$ cat src/rtl/nsa_pkg.sv
// nsa_pkg: shared types and constants for the nibble serial adder.
//   NIBBLE_W     - operand nibble width
//   IDX_W        - width of the per-operand beat index
//   state_t      - operand sequencing state (IDLE, RUN)
//   fifo_entry_t - one buffered result beat {sum, last, cout, idx}
//   sat_inc()    - saturating increment for the beat index
package nsa_pkg;

    localparam int unsigned NIBBLE_W = 4;
    localparam int unsigned IDX_W    = 4;

    typedef enum logic {
        IDLE = 1'b0,
        RUN  = 1'b1
    } state_t;

    typedef struct packed {
        logic [NIBBLE_W-1:0] sum;
        logic                last;
        logic                cout;
        logic [IDX_W-1:0]    idx;
    } fifo_entry_t;

    function automatic logic [IDX_W-1:0] sat_inc(input logic [IDX_W-1:0] v);
        return (v == '1) ? v : v + 1'b1;
    endfunction

endpackage

$ cat src/rtl/four_bit_parallel_adder.sv
// four_bit_parallel_adder: combinational ripple-carry adder for one nibble.
//   a, b  - operand nibbles
//   cin   - carry in
//   sum   - sum nibble
//   cout  - carry out of the most significant bit
module four_bit_parallel_adder
    import nsa_pkg::*;
(
    input  logic [NIBBLE_W-1:0] a,
    input  logic [NIBBLE_W-1:0] b,
    input  logic                cin,
    output logic [NIBBLE_W-1:0] sum,
    output logic                cout
);

    logic [NIBBLE_W:0] c;

    always_comb begin
        c    = '0;
        sum  = '0;
        c[0] = cin;
        for (int unsigned i = 0; i < NIBBLE_W; i++) begin
            sum[i]   = a[i] ^ b[i] ^ c[i];
            c[i + 1] = (a[i] & b[i]) | (c[i] & (a[i] ^ b[i]));
        end
    end

    assign cout = c[NIBBLE_W];

endmodule

$ cat src/rtl/nibble_serial_adder.sv
// nibble_serial_adder: adds two operands streamed least-significant nibble
// first, one nibble pair per accepted beat, and buffers each result nibble in
// a small FIFO.
//   FIFO_DEPTH            - result buffer entries (power of two, >= 2)
//   clk, rst_n            - clock, asynchronous active-low reset
//   in_valid/in_ready     - input handshake (in_ready = buffer not full)
//   in_a, in_b            - operand nibbles
//   in_first, in_last     - operand framing
//   in_sub                - only with NIBBLE_SERIAL_ADDER_SUB_EN defined:
//                           sampled on first beats, selects a-b
//   out_valid/out_ready   - output handshake
//   out_sum, out_last     - result nibble and its framing
//   out_cout              - carry out of the final nibble (0 on other beats)
//   out_idx               - beat index within the operand, saturating at 15
//   err                   - sticky protocol error (framing violations)
module nibble_serial_adder
    import nsa_pkg::*;
#(
    parameter int unsigned FIFO_DEPTH = 2
)
(
    input  logic                clk,
    input  logic                rst_n,
    input  logic                in_valid,
    output logic                in_ready,
    input  logic [NIBBLE_W-1:0] in_a,
    input  logic [NIBBLE_W-1:0] in_b,
    input  logic                in_first,
    input  logic                in_last,
`ifdef NIBBLE_SERIAL_ADDER_SUB_EN
    input  logic                in_sub,
`endif
    output logic                out_valid,
    input  logic                out_ready,
    output logic [NIBBLE_W-1:0] out_sum,
    output logic                out_last,
    output logic                out_cout,
    output logic [IDX_W-1:0]    out_idx,
    output logic                err
);

    localparam int unsigned AW = (FIFO_DEPTH > 1) ? $clog2(FIFO_DEPTH) : 1;

    state_t              state;
    logic                carry;
    logic [IDX_W-1:0]    beat_cnt;

    fifo_entry_t         mem [FIFO_DEPTH];
    logic [AW-1:0]       wr_ptr;
    logic [AW-1:0]       rd_ptr;
    logic [AW:0]         count;

    logic                accept;
    logic                pop;
    logic                is_first;
    logic                proto_err;
    logic                sub_op;
    logic                add_cin;
    logic                add_cout;
    logic [NIBBLE_W-1:0] add_b;
    logic [NIBBLE_W-1:0] add_sum;
    logic [IDX_W-1:0]    beat_idx;
    fifo_entry_t         new_entry;
    fifo_entry_t         head;

    assign in_ready  = (count != (AW + 1)'(FIFO_DEPTH));
    assign out_valid = (count != '0);
    assign accept    = in_valid & in_ready;
    assign pop       = out_valid & out_ready;

`ifdef NIBBLE_SERIAL_ADDER_SUB_EN
    logic sub_q;

    // Operation is latched on the first beat and reused for the rest.
    assign sub_op = is_first ? in_sub : sub_q;

    always_ff @(posedge clk or negedge rst_n) begin
        if (!rst_n) begin
            sub_q <= 1'b0;
        end else if (accept && is_first) begin
            sub_q <= in_sub;
        end
    end
`else
    assign sub_op = 1'b0;
`endif

    always_comb begin
        // A beat in IDLE starts an operand even if in_first is missing.
        is_first       = in_first | (state == IDLE);
        proto_err      = (state == IDLE) ? ~in_first : in_first;
        add_b          = in_b ^ {NIBBLE_W{sub_op}};
        add_cin        = is_first ? sub_op : carry;
        beat_idx       = is_first ? '0 : beat_cnt;
        new_entry.sum  = add_sum;
        new_entry.last = in_last;
        new_entry.cout = in_last & add_cout;
        new_entry.idx  = beat_idx;
    end

    four_bit_parallel_adder u_adder (
        .a    (in_a),
        .b    (add_b),
        .cin  (add_cin),
        .sum  (add_sum),
        .cout (add_cout)
    );

    always_ff @(posedge clk or negedge rst_n) begin
        if (!rst_n) begin
            state    <= IDLE;
            carry    <= 1'b0;
            beat_cnt <= '0;
            err      <= 1'b0;
        end else if (accept) begin
            state    <= in_last ? IDLE : RUN;
            carry    <= in_last ? 1'b0 : add_cout;
            beat_cnt <= in_last ? '0 : sat_inc(beat_idx);
            if (proto_err) begin
                err <= 1'b1;
            end
        end
    end

    always_ff @(posedge clk or negedge rst_n) begin
        if (!rst_n) begin
            for (int unsigned i = 0; i < FIFO_DEPTH; i++) begin
                mem[i] <= '0;
            end
            wr_ptr <= '0;
            rd_ptr <= '0;
            count  <= '0;
        end else begin
            if (accept) begin
                mem[wr_ptr] <= new_entry;
                wr_ptr      <= wr_ptr + 1'b1;
            end
            if (pop) begin
                rd_ptr <= rd_ptr + 1'b1;
            end
            case ({accept, pop})
                2'b10:   count <= count + 1'b1;
                2'b01:   count <= count - 1'b1;
                default: ;
            endcase
        end
    end

    assign head     = mem[rd_ptr];
    assign out_sum  = out_valid ? head.sum  : '0;
    assign out_last = out_valid ? head.last : 1'b0;
    assign out_cout = out_valid ? head.cout : 1'b0;
    assign out_idx  = out_valid ? head.idx  : '0;

endmodule

$ cat config.mk
export PLATFORM = sky130hd
export DESIGN_NAME = nibble_serial_adder
export DESIGN_NICKNAME = d
export VERILOG_FILES = /design/src/rtl/nsa_pkg.sv /design/src/rtl/four_bit_parallel_adder.sv /design/src/rtl/nibble_serial_adder.sv
export SDC_FILE = /design/constraint.sdc
export NUM_CORES = 1
export LEC_CHECK = 0
export CORE_ASPECT_RATIO = 1.1
export CORE_UTILIZATION = 56
export CTS_BUF_LIST = sky130_fd_sc_hd__clkbuf_16
export DETAILED_ROUTE_END_ITERATION = 7
export GPL_TIMING_DRIVEN = 0
export PLACE_DENSITY_LB_ADDON = 0.08
export SLEW_MARGIN = 20
export SYNTH_ARGS = -nofsm -noshare
export SYNTH_HDL_FRONTEND = slang
export SYNTH_HIERARCHICAL = 1
export SYNTH_SLANG_ARGS = --single-unit
$ cat constraint.sdc
create_clock -name clk -period 4.05 [get_ports clk]
set_input_delay 0.6075 -clock clk [delete_from_list [all_inputs] [get_ports clk]]
set_output_delay 0.6075 -clock clk [all_outputs]
set_load 0.01 [all_outputs]
==> impl_metrics.tcl <==
set metrics [dict create \
    outcome "finished, final reports clean" \
    htreeDepth 2 \
    synth_fp_nets 158 \
    r2r_cells 12 \
    cts_setup_buffers 0 \
    crit_required_ps 4200 \
    fin_nets 191 \
    area_growth_pct 26.9 \
    slew_headroom 0.543 \
    dp_hpwl_mm 2.30 \
    swShare 0.334 \
    clock_power_share 0.240 \
    root_buffer "clkbuf_16" \
    drt_wl_total_mm 3.44 \
    initial_utilization 0.618 \
    peakVddDrop_v 0.000537 \
    clock_latency_ps 270 \
    die_area_sq_um 3080 \
    critPathKind "in2reg" \
    ys_types 29 \
    worstSetupStartpointType "primary input" \
    final_area_sq_um 2030 \
    multi_input_area_sq_um 748 \
    clkTransAtPathRegs_ps 50 \
    vias 1136 \
    place_area_sq_um 1890 \
    grt_overflow 0 \
    worst_pin_slew_ps 685 \
    yosys_warnings 6 \
    drc_errors 0 \
    hold_violations 0 \
    finClkSkew_ps 4.28 \
    final_cell_mix "dfrtp_1 (31), clkdlybuf4s50_1 (25), mux2_2 (20), inv_1 (17), nor2_1 (15)" \
    grt_max_degree 32 \
    gp_congestion 0.828 \
    final.setup.tns_ps 0 \
    hold_class "in2async" \
    slowest_delay_ps 450 \
    via_per_inst 5.62 \
    path_depth 14 \
    rows 19 \
    syn_avg_cell_area_sq_um 11.7 \
    register_area_sq_um 776 \
    syn_inst 137 \
    critPathTopFamily "adder cells" \
    grt_pass1_wl_mm 5.69 \
    ios 27 \
    crit_path_frequent_cell "inv_1" \
    slowest_stage "clkdlybuf4s50_1" \
    slew_violations 0 \
    total_power_mw 1.42 \
    ant_nets 0 \
    cts-buffers-inserted 5 \
    internal_power_mw 0.945 \
    grt_pass1_vias 1204 \
    cts_tree "built" \
    grt_usage 0.266 \
    cp-end-kind "flip-flop" \
    antennaDiodeCount 0 \
    io_buffers 26 \
    clock_sinks 31 \
    syn_area_sq_um 1600 \
    final_cells 202 \
    crit_buf_inv 6 \
    layout_setup_ws_ps 877 \
    crit_path_max_fanout 8 \
    yosysSeqAreaShare 0.485 \
    fp.dieH_um 58.1 \
    cts_resized 0 \
    fillers 165 \
    worstPathCellList "clkdlybuf4s50_1 -> inv_1 -> ha_1 -> and2_1 -> fa_1 -> inv_1 -> fa_1 -> inv_1 -> fa_1 -> inv_1 -> fa_1 -> inv_1 -> and2_1 -> mux2_2" \
    maxCapViolations 0 \
    first_iter_violations 28 \
    synth_seq_cells 31 \
    fin_util 0.784 \
    p_sw_mw 0.474 \
    antenna_found_initial 0 \
    timing.hold.ws_ps 375 \
    final_common_cell "dfrtp_1" \
    rsz0062_at_grt "false" \
    seq_power_share 0.345 \
    max_freq_mhz 315 \
    routedWlPerCell_um 17.0 \
    cts.path.max_buffers 2 \
    power_density_nw_per_um2 699 \
    core_sq_um 2590 \
    holdBufCountCts 0 \
    drive_gt1_frac 0.187 \
    period_share 0.783 \
    power_leakage_nw 0.956 \
    dp.cells 194 \
    setup_violations 0 \
    post-place-ws_ps 635 \
    comb_power_share 0.415 \
    period_needed_ps 3170 \
    firstDrtPassIters 4 \
    fp.dieW_um 53.0 \
    arrival_ps 3320 \
]
path summary, 6_finish.rpt:
kind                               start       to  slack [ps]
worst min-delay path               rst_n   rd_ptr         380
worst min register to register       err      err         460
min in group clk                     err      err         460
max in group asynchronous          rst_n  mem[13]        3230
worst max-delay path            in_first  mem[14]         880
worst max register to register     state  mem[14]        1330
cells in the mapped netlist (all sizes together):
cell type,number,area [sq um]
a21o,2,15.0
a21oi,2,10.0
a2bb2oi,1,8.76
a311o,1,10.0
a31oi,2,12.5
and2,5,31.3
buf,1,5.00
clkbuf,1,3.75
dfrtp,31,776
fa,4,80.1
ha,3,37.5
inv,18,67.6
mux2,20,225
mux2i,10,100
nand2,1,3.75
nand3,3,20.0
nand4,1,6.26
nor2,15,56.3
nor2b,2,20.0
nor3,2,21.3
o21ai,4,20.0
o2bb2ai,1,8.76
o311ai,2,17.5
xnor2,3,26.3
xor2,2,17.5
final cells by class:
type                       instances  area share
buffer                             2     0.00431
clock inverter                     3     0.00555
timing repair buffer              26       0.126
tap                               31      0.0191
multi-input combinational         86       0.368
sequential                        31       0.382
inverter                          18      0.0333
clock buffer                       5      0.0616
power groups by stage:
| stage | sequential (mW) | clock (mW) | combinational [mW] |
|---|---|---|---|
| floorplan | 0.471 | 0 | 0.372 |
| global placement | 0.481 | 0 | 0.563 |
| detailed placement | 0.492 | 0 | 0.583 |
| CTS | 0.490 | 0.346 | 0.595 |
| global route | 0.502 | 0.365 | 0.635 |
| finish | 0.490 | 0.340 | 0.589 |
logic make-up after synthesis:
group | share of synthesized area
buffers and inverters | 0.0477
and+or+nand+nor | 0.0993
muxes | 0.203
adders and majority gates | 0.0735
xor gates and xnor gates | 0.0274
AOI/OAI and AO/OA | 0.0641
DFF | 0.485
state kept, by name (all words and copies together) (netlist names):
register,flops
count,2
err,1
carry,1
state,1
wr_ptr,1
rd_ptr,1
beat_cnt,4
mem,20
routing by layer:
metal  track usage  wire length, um  vias to the layer above
li1              -                -                      529
met3        0.0735              150                        5
met2         0.461             1800                       45
met5             0                0                        -
met4        0.0714               29                        0
met1         0.321             1470                      557
worst register-to-register path, delay by kind of cell, from the launching register on:
kind                     cells  cell delay (ps)
flip-flops                   1              380
buffers and inverters        4              270
AND/OR/NAND/NOR              2              360
multiplexers                 1              260
adder cells (fa/ha/maj)      5             1340
Note: power is estimated with default switching activity, not from simulation.
